[src/rtl/div.sv]
// div: 32-bit signed/unsigned restoring radix-2 divider, one quotient bit per cycle.
module div (
    input  logic        clk,
    input  logic        rst,
    input  logic        signed_div_i,
    input  logic [31:0] opdata1_i,
    input  logic [31:0] opdata2_i,
    input  logic        start_i,
    input  logic        annul_i,
    output logic [63:0] result_o,
    output logic        ready_o
);
    typedef enum logic [1:0] {DivFree, DivByZero, DivOn, DivEnd} state_t;

    state_t      state, state_nxt;
    logic [5:0]  cnt, cnt_nxt;
    logic [64:0] dividend, dividend_nxt;
    logic [31:0] divisor, divisor_nxt;
    logic        neg_q, neg_q_nxt, neg_r, neg_r_nxt;
    logic [63:0] result_nxt;
    logic        ready_nxt;
    logic [64:0] shifted;
    logic [32:0] trial;
    logic [31:0] quo, rem;

    always_ff @(posedge clk) begin
        if (!rst) begin
            state    <= DivFree;
            cnt      <= '0;
            dividend <= '0;
            divisor  <= '0;
            neg_q    <= 1'b0;
            neg_r    <= 1'b0;
            result_o <= '0;
            ready_o  <= 1'b0;
        end else begin
            state    <= state_nxt;
            cnt      <= cnt_nxt;
            dividend <= dividend_nxt;
            divisor  <= divisor_nxt;
            neg_q    <= neg_q_nxt;
            neg_r    <= neg_r_nxt;
            result_o <= result_nxt;
            ready_o  <= ready_nxt;
        end
    end

    // dividend holds {partial remainder[32:0], quotient/unshifted dividend[31:0]};
    // the remainder stays below the divisor, so the 33-bit trial borrow is exact
    always_comb begin
        shifted      = dividend << 1;
        trial        = shifted[64:32] - {1'b0, divisor};
        quo          = neg_q ? -dividend[31:0] : dividend[31:0];
        rem          = neg_r ? -dividend[63:32] : dividend[63:32];
        state_nxt    = state;
        cnt_nxt      = cnt;
        dividend_nxt = dividend;
        divisor_nxt  = divisor;
        neg_q_nxt    = neg_q;
        neg_r_nxt    = neg_r;
        result_nxt   = result_o;
        ready_nxt    = ready_o;
        case (state)
            DivFree: begin
                if (start_i && !annul_i) begin
                    if (opdata2_i == 32'd0) begin
                        state_nxt = DivByZero;
                    end else begin
                        state_nxt    = DivOn;
                        cnt_nxt      = '0;
                        dividend_nxt = {33'd0, (signed_div_i && opdata1_i[31]) ? -opdata1_i : opdata1_i};
                        divisor_nxt  = (signed_div_i && opdata2_i[31]) ? -opdata2_i : opdata2_i;
                        neg_q_nxt    = signed_div_i && (opdata1_i[31] ^ opdata2_i[31]);
                        neg_r_nxt    = signed_div_i && opdata1_i[31];
                    end
                end
            end
            DivByZero: begin
                state_nxt  = DivEnd;
                result_nxt = '0;
                ready_nxt  = 1'b1;
            end
            DivOn: begin
                if (annul_i) begin
                    state_nxt  = DivFree;
                    result_nxt = '0;
                    ready_nxt  = 1'b0;
                end else if (cnt != 6'd32) begin
                    dividend_nxt = trial[32] ? shifted : {trial, shifted[31:1], 1'b1};
                    cnt_nxt      = cnt + 6'd1;
                end else begin
                    state_nxt  = DivEnd;
                    result_nxt = {rem, quo};
                    ready_nxt  = 1'b1;
                end
            end
            DivEnd: begin
                if (!start_i) begin
                    state_nxt  = DivFree;
                    result_nxt = '0;
                    ready_nxt  = 1'b0;
                end
            end
            default: state_nxt = DivFree;
        endcase
    end
endmodule
[config.mk]
export PLATFORM = sky130hd
export DESIGN_NAME = div
export DESIGN_NICKNAME = d
export VERILOG_FILES = /design/src/rtl/div.sv
export SDC_FILE = /design/constraint.sdc
export NUM_CORES = 1
export LEC_CHECK = 0
export BUFFER_PORTS_ARGS = -buffer_cell sky130_fd_sc_hd__buf_4
export CAP_MARGIN = 20
export CELL_PAD_IN_SITES_DETAIL_PLACEMENT = 0
export CELL_PAD_IN_SITES_GLOBAL_PLACEMENT = 1
export CORE_ASPECT_RATIO = 0.9
export CORE_MARGIN = 8
export CORE_UTILIZATION = 45
export DETAILED_ROUTE_END_ITERATION = 6
export GPL_ROUTABILITY_DRIVEN = 1
export GPL_TIMING_DRIVEN = 0
export PLACE_DENSITY = 0.87
export SLEW_MARGIN = 0
export SYNTH_ARGS = -nofsm -noshare
export SYNTH_HDL_FRONTEND = slang
export SYNTH_SLANG_ARGS = --single-unit
[constraint.sdc]
create_clock -name clk -period 7.4 [get_ports clk]
set_clock_uncertainty 0.2 [all_clocks]
set_input_delay 1.11 -clock clk [delete_from_list [all_inputs] [get_ports clk]]
set_output_delay 1.11 -clock clk [all_outputs]
set_load 0.005 [all_outputs]
==> out/metrics.cfg, run 1 <==
[detailed_routing]
drt-total-wl_microns=32900
viasPerCell=5.63
vias=10577
routedWlPerCell_microns=17.5
postRouteAntennaNets=0
drc_errors=0
dr.first_iter.drc_count=787
firstDrtPassIters=7

[min_path]
hp-class=reg2reg

[global_route]
antenna_found_initial=1
grt_max_degree=17
gr-usage-all-layers=0.215
grt_overflow=0
grt_pass1_vias=9978
grt_pass1_wl_microns=52400

[synthesis]
synth_edf_count=0
yosys-top-cells-area=dfxtp_1 31%, xnor2_1 6.6%, nand2_1 6.0%, o21ai_0 5.1%, xor2_1 4.8%
seq_area_frac_synth=0.309
yosysWarningCount=0
synth_largest_area_cell=dfxtp_1
yosysTopAreaCellShare=0.309
syn-num-nets=1515
synth.ff_latch_count=171
avgSynthCellArea_sq_um=7.86
synthesis.area_sq_mm=0.0111
synth_cells=1407
synthDistinctLibCells=67
synth_async_sr_flop_share=0
synthFlopType=dfxtp_1

[worst_setup_path]
arrival_ps=4910
cp.required_ps=7550
path_cells=inv_1, ha_1, fa_1, nand2b_1, a21oi_1, nor4b_1, o31ai_2, a21oi_1, o221ai_1, or2_2, buf_2, buf_1, a21oi_1, o21ai_0
slowest_delay_ps=630
cp_top_family=compound AO/OA/AOI/OAI gates
crit_buf_inv=3
cpMostUsedCell=a21oi_1
cpMaxStageDelayCell=o31ai_2
end_kind=flop
worstPathMaxFanout=10
crit_type=reg2reg
worstSetupStartpointType=flop

[power]
irDropWorstVdd_uv=153
p_leak_nw=5.43
p_per_area_mw_per_mm2=202

[clocking]
clock_sinks=171
post_cts_buffers=0
cts_tree=yes
cts_buffer_depth=2
cts_hold_buf=0
clk_pin_slew_worst_paths_ps=70
insertion_delay_ps=440
cts_buffers=17
cts-root-buf=clkbuf_16
ctsHtreeMaxLevel=4
ctsResizeCount=0

[final_layout]
mostFrequentLayoutCell=nand2_1
diodes=0
layout-drive-gt1-share=0.127
syn_to_final_growth_pct=18.2
fin_nets=1667
final_core_util=0.541
fill_cells=2330
mostFrequentLayoutCells=176 x nand2_1, 171 x dfxtp_1, 132 x buf_4
seqCellArea_sq_mm=0.00342
multi_input_area_sq_mm=0.00711

[sta]
maxSlewViolCount=0
finalSetupViolCount=0
tightest_slew_ps=1030
slew_headroom=0.306
setup_tns_ps=0
min_period_over_period=0.642
period_needed_ps=4750
finalHoldViolCount=0
rsz0062_at_grt=no
fmax_mhz=210

[floorplanning]
die_height_microns=165
io_pins=134
start_util=0.457
die-area_sq_mm=0.0299
core_sq_mm=0.0242
die_w_microns=181
core.rowCount=54

[place]
io_buffers=132
place_hpwl_microns=26200
gp_congestion=0.911

[outcome]
outcome=completed

[flow_run]
cap_viol_max_count=0

[report_power, final]
group	switching, mW	internal [mW]
Combinational	0.402	0.277
Sequential	0.0470	0.958
Clock	0.406	0.559
[cells in the mapped netlist (6+ instances only)]
| library cell | number |
|---|---|
| dfxtp_1 | 171 |
| o211a_1 | 23 |
| nand2_1 | 176 |
| a21oi_1 | 93 |
| a21boi_0 | 15 |
| or3_1 | 11 |
| nor3_1 | 30 |
| nand2b_1 | 15 |
| o21a_1 | 6 |
| o21ai_0 | 113 |
| mux2i_1 | 24 |
| o41ai_1 | 16 |
| or4_1 | 12 |
| a31oi_1 | 8 |
| inv_1 | 57 |
| nor4_1 | 16 |
| xnor2_1 | 83 |
| clkbuf_1 | 68 |
| and2_1 | 10 |
| a311oi_1 | 6 |
| o31ai_1 | 20 |
| a211oi_1 | 14 |
| a21o_1 | 10 |
| a22oi_1 | 42 |
| xor2_1 | 61 |
| ha_1 | 38 |
| nand4_1 | 11 |
| nor2b_1 | 61 |
| nand3_1 | 24 |
| and3_1 | 6 |
| o211ai_1 | 16 |
| or2_2 | 10 |
| nor2_1 | 73 |
| buf_2 | 7 |
[path summary, 6_finish.rpt]
kind / cells after the start / slack [ps] / from / to
min reg2reg: 2 / 250 / result_o[62] / result_o[62]
min: 2 / 250 / result_o[62] / result_o[62]
max: 14 / 2650 / dividend[31] / dividend[43]
max reg2reg: 14 / 2650 / dividend[31] / dividend[43]
[flip-flops by register name, summed over array words and instances (netlist names)]
register,count
cnt,6
dividend,64
divisor,32
neg_q,1
neg_r,1
ready_o,1
result_o,64
state,2
[final cells by class]
cell class | instances | share of cell area
Sequential cell | 171 | 0.262
Tap cell | 308 | 0.0295
Buffer | 80 | 0.0242
Clock buffer | 19 | 0.0346
Inverter | 57 | 0.0164
Clock inverter | 13 | 0.0139
Timing Repair Buffer | 133 | 0.0761
Multi-Input combinational cell | 1099 | 0.544
[kinds of logic after synthesis]
logic type      count (synthesis)  share of synthesized area
flops                         171                      0.309
compound gates                420                      0.250
buf+inv                       137                     0.0479
fa+ha+maj                      39                     0.0448
simple gates                  472                      0.212
xor+xnor                      144                      0.114
mux                            24                     0.0217
[worst register-to-register path: stages, from the launching register on]
cell and delay [ps]:
dfxtp_1 480, inv_1 190, ha_1 280, fa_1 400, nand2b_1 180, a21oi_1 180, nor4b_1 110, o31ai_2 630
a21oi_1 220, o221ai_1 540, or2_2 250, buf_2 220, buf_1 460, a21oi_1 140, o21ai_0 180
[stage by stage]
stage / power [mW] / hold WS (ps) / worst slack (ps) / area (sq um) / instances
final: 2.65 / 250 / 2650 / 13100 / 1880
after global routing: 2.77 / 275 / 2390 / 13100 / 1880
after CTS: 2.65 / 256 / 2700 / 13100 / 1880
after detailed placement: 1.69 / 247 / 2740 / 12400 / 1848
after global placement: 1.69 / 239 / 2230 / 12400 / 1847
after floorplan: 1.50 / 244 / 3680 / 11100 / 1407
[metal layers]
layer	track usage	vias to the layer above	share of wire	wire length, microns
li1	-	5338	-	-
met1	0.275	4886	0.46	15100
met2	0.369	321	0.47	15400
met3	0.0396	32	0.059	1950
met4	0.0536	0	0.016	522
met5	0	-	0	0
Note: power is estimated with default switching activity, not from simulation.
==> run 2, diff against run 1 <==
CORE_UTILIZATION = 40   (was 45)
PLACE_DENSITY = 0.82   (was 0.87)
clock period = 4.22 ns   (was 7.4 ns; I/O delays follow)
==> run 2 against run 1 <==
The flow now finishes with violations (design-rule violations). Flip-flop and latch count unchanged. Combinational power grew 80%. Maximum frequency increased by 20%. Via count up 0.30%. Clock power grew 70%. Sequential share of layout area decreased by 0.14 points. Setup slack worse by 2400 ps. Non-clock buffer count increased by 3. Global-route usage down 1.4 points. Hold slack gained 6.2 ps. Register-to-register slack lost 2400 ps. Largest cell class unchanged.
==> out/metrics.cfg, run 2 (synthesis results as in run 1) <==
[worst_setup_path]
end_kind=flop
crit_type=reg2reg
arrival_ps=4080
regToRegEndpoint=dividend[53]
cp.required_ps=4350
rr_startpoint=dividend[31]
worstPathMaxFanout=10
reg2reg_depth=14
worstSetupStartpointType=flop
r2r_slack_ps=260

[final_layout]
mostFrequentLayoutCell=nand2_1
reg_top3=dividend x64, result_o x64, divisor x32
fill_cells=2715
diodes=0
final_core_util=0.485
syn_to_final_growth_pct=18.9
mostFrequentLayoutCells=176 x nand2_1, 170 x dfxtp_1, 134 x buf_4
layout-drive-gt1-share=0.130
fin_nets=1670
instances_no_fill=1928
postLayoutCellArea_sq_mm=0.0132

[clocking]
clock_sinks=171
cts_tree=yes
insertion_delay_ps=440
cts_buffer_depth=2
ctsHtreeMaxLevel=4
cts_buffers=17
clk_pin_slew_worst_paths_ps=70
cts_hold_buf=0
cts-root-buf=clkbuf_16

[sta]
tightest_slew_ps=840
maxSlewViolCount=0
fmax_mhz=253
period_needed_ps=3960
slew_headroom=0.435
finalHoldViolCount=0
rsz0062_at_grt=no
finalSetupViolCount=0
setup_tns_ps=0
min_period_over_period=0.937

[floorplanning]
die_w_microns=191
die_height_microns=174
core.rowCount=57
core_sq_mm=0.0271
die-area_sq_mm=0.0332
start_util=0.408
io_pins=134

[place]
gp_congestion=0.899
dp.cells=1894
place_hpwl_microns=27200
place_area_sq_mm=0.0125
io_buffers=132

[detailed_routing]
vias=10609
dr.first_iter.drc_count=548
firstDrtPassIters=7
drc_errors=1
drt-total-wl_microns=34300
viasPerCell=5.50
postRouteAntennaNets=0
routedWlPerCell_microns=17.8

[global_route]
gr-usage-all-layers=0.201
grt_pass1_vias=10222
antenna_found_initial=1
grt_overflow=0
grt_pass1_wl_microns=54700
grt_max_degree=18

[min_path]
worstHoldEndpoint=result_o[60]
hp-class=reg2reg
hold_start=result_o[60]
min_path_cells=2

[outcome]
outcome=complete, but fails checks
violations=design-rule violations

[power]
p_per_area_mw_per_mm2=351
irDropWorstVdd_uv=292
p_leak_nw=5.43

[flow_run]
cap_viol_max_count=0

-- run 2: worst max-delay path by stage --
stage,startpoint,to
after floorplan,dividend[31],dividend[53]
after global routing,dividend[31],dividend[57]
final,dividend[31],dividend[53]
after global placement,opdata2_i[15],dividend[31]
after CTS,dividend[31],dividend[43]
after detailed placement,dividend[31],dividend[36]
-- run 2: where the power goes --
part	leakage, nW	total, mW	internal [mW]	switching, mW
registers	1.39	1.76	1.68	0.0827
clock network	0.296	1.64	0.899	0.741
logic	3.75	1.22	0.496	0.721
-- run 2: metrics by stage --
| stage | hold slack [ps] | total power [mW] | worst slack, ps |
|---|---|---|---|
| after floorplan | 244 | 2.63 | 609 |
| after CTS | 259 | 4.62 | 150 |
| final | 256 | 4.62 | 264 |
| after detailed placement | 243 | 2.98 | -452 |
| after global routing | 283 | 4.83 | 95.2 |
| after global placement | 240 | 2.97 | -490 |
-- run 2: layer usage --
layer / wire [microns] / up-vias / track usage / part of all wire
met5: 13 / - / 0 / 0.00038
met4: 573 / 2 / 0.0478 / 0.017
met3: 1590 / 41 / 0.0332 / 0.046
met2: 15800 / 229 / 0.334 / 0.46
met1: 16300 / 4987 / 0.266 / 0.48
li1: - / 5350 / - / -
-- run 2: repair_timing --
item	4_1_cts	5_1_grt
setup buffers	2	0
hold endpoints to repair	0	0
endpoints found under the setup margin	33	28
resized for setup	1	5
gates cloned	0	0
pin swaps	1	0
-- run 2: cell type report --
cell class | instances | area [sq um] | area share
plain buffers | 80 | 320 | 0.0243
multi-input cells | 1099 | 7130 | 0.542
well taps | 354 | 443 | 0.0337
clock inverters | 14 | 178 | 0.0135
repair buffers | 136 | 1020 | 0.0772
clock buffers | 17 | 425 | 0.0323
flip-flops and latches | 171 | 3420 | 0.260
inverters | 57 | 214 | 0.0163
-- run 2: worst max-delay path, stage by stage, from the launching register on --
cell and delay (ps):
dfxtp_2 410, inv_1 140, ha_1 270, fa_1 400
nand2b_1 180, a21oi_1 220, nor4b_2 100, o31ai_2 170
buf_4 170, a21oi_1 120, o221a_2 330, or2_2 330
buf_2 200, buf_2 240, a311o_1 370
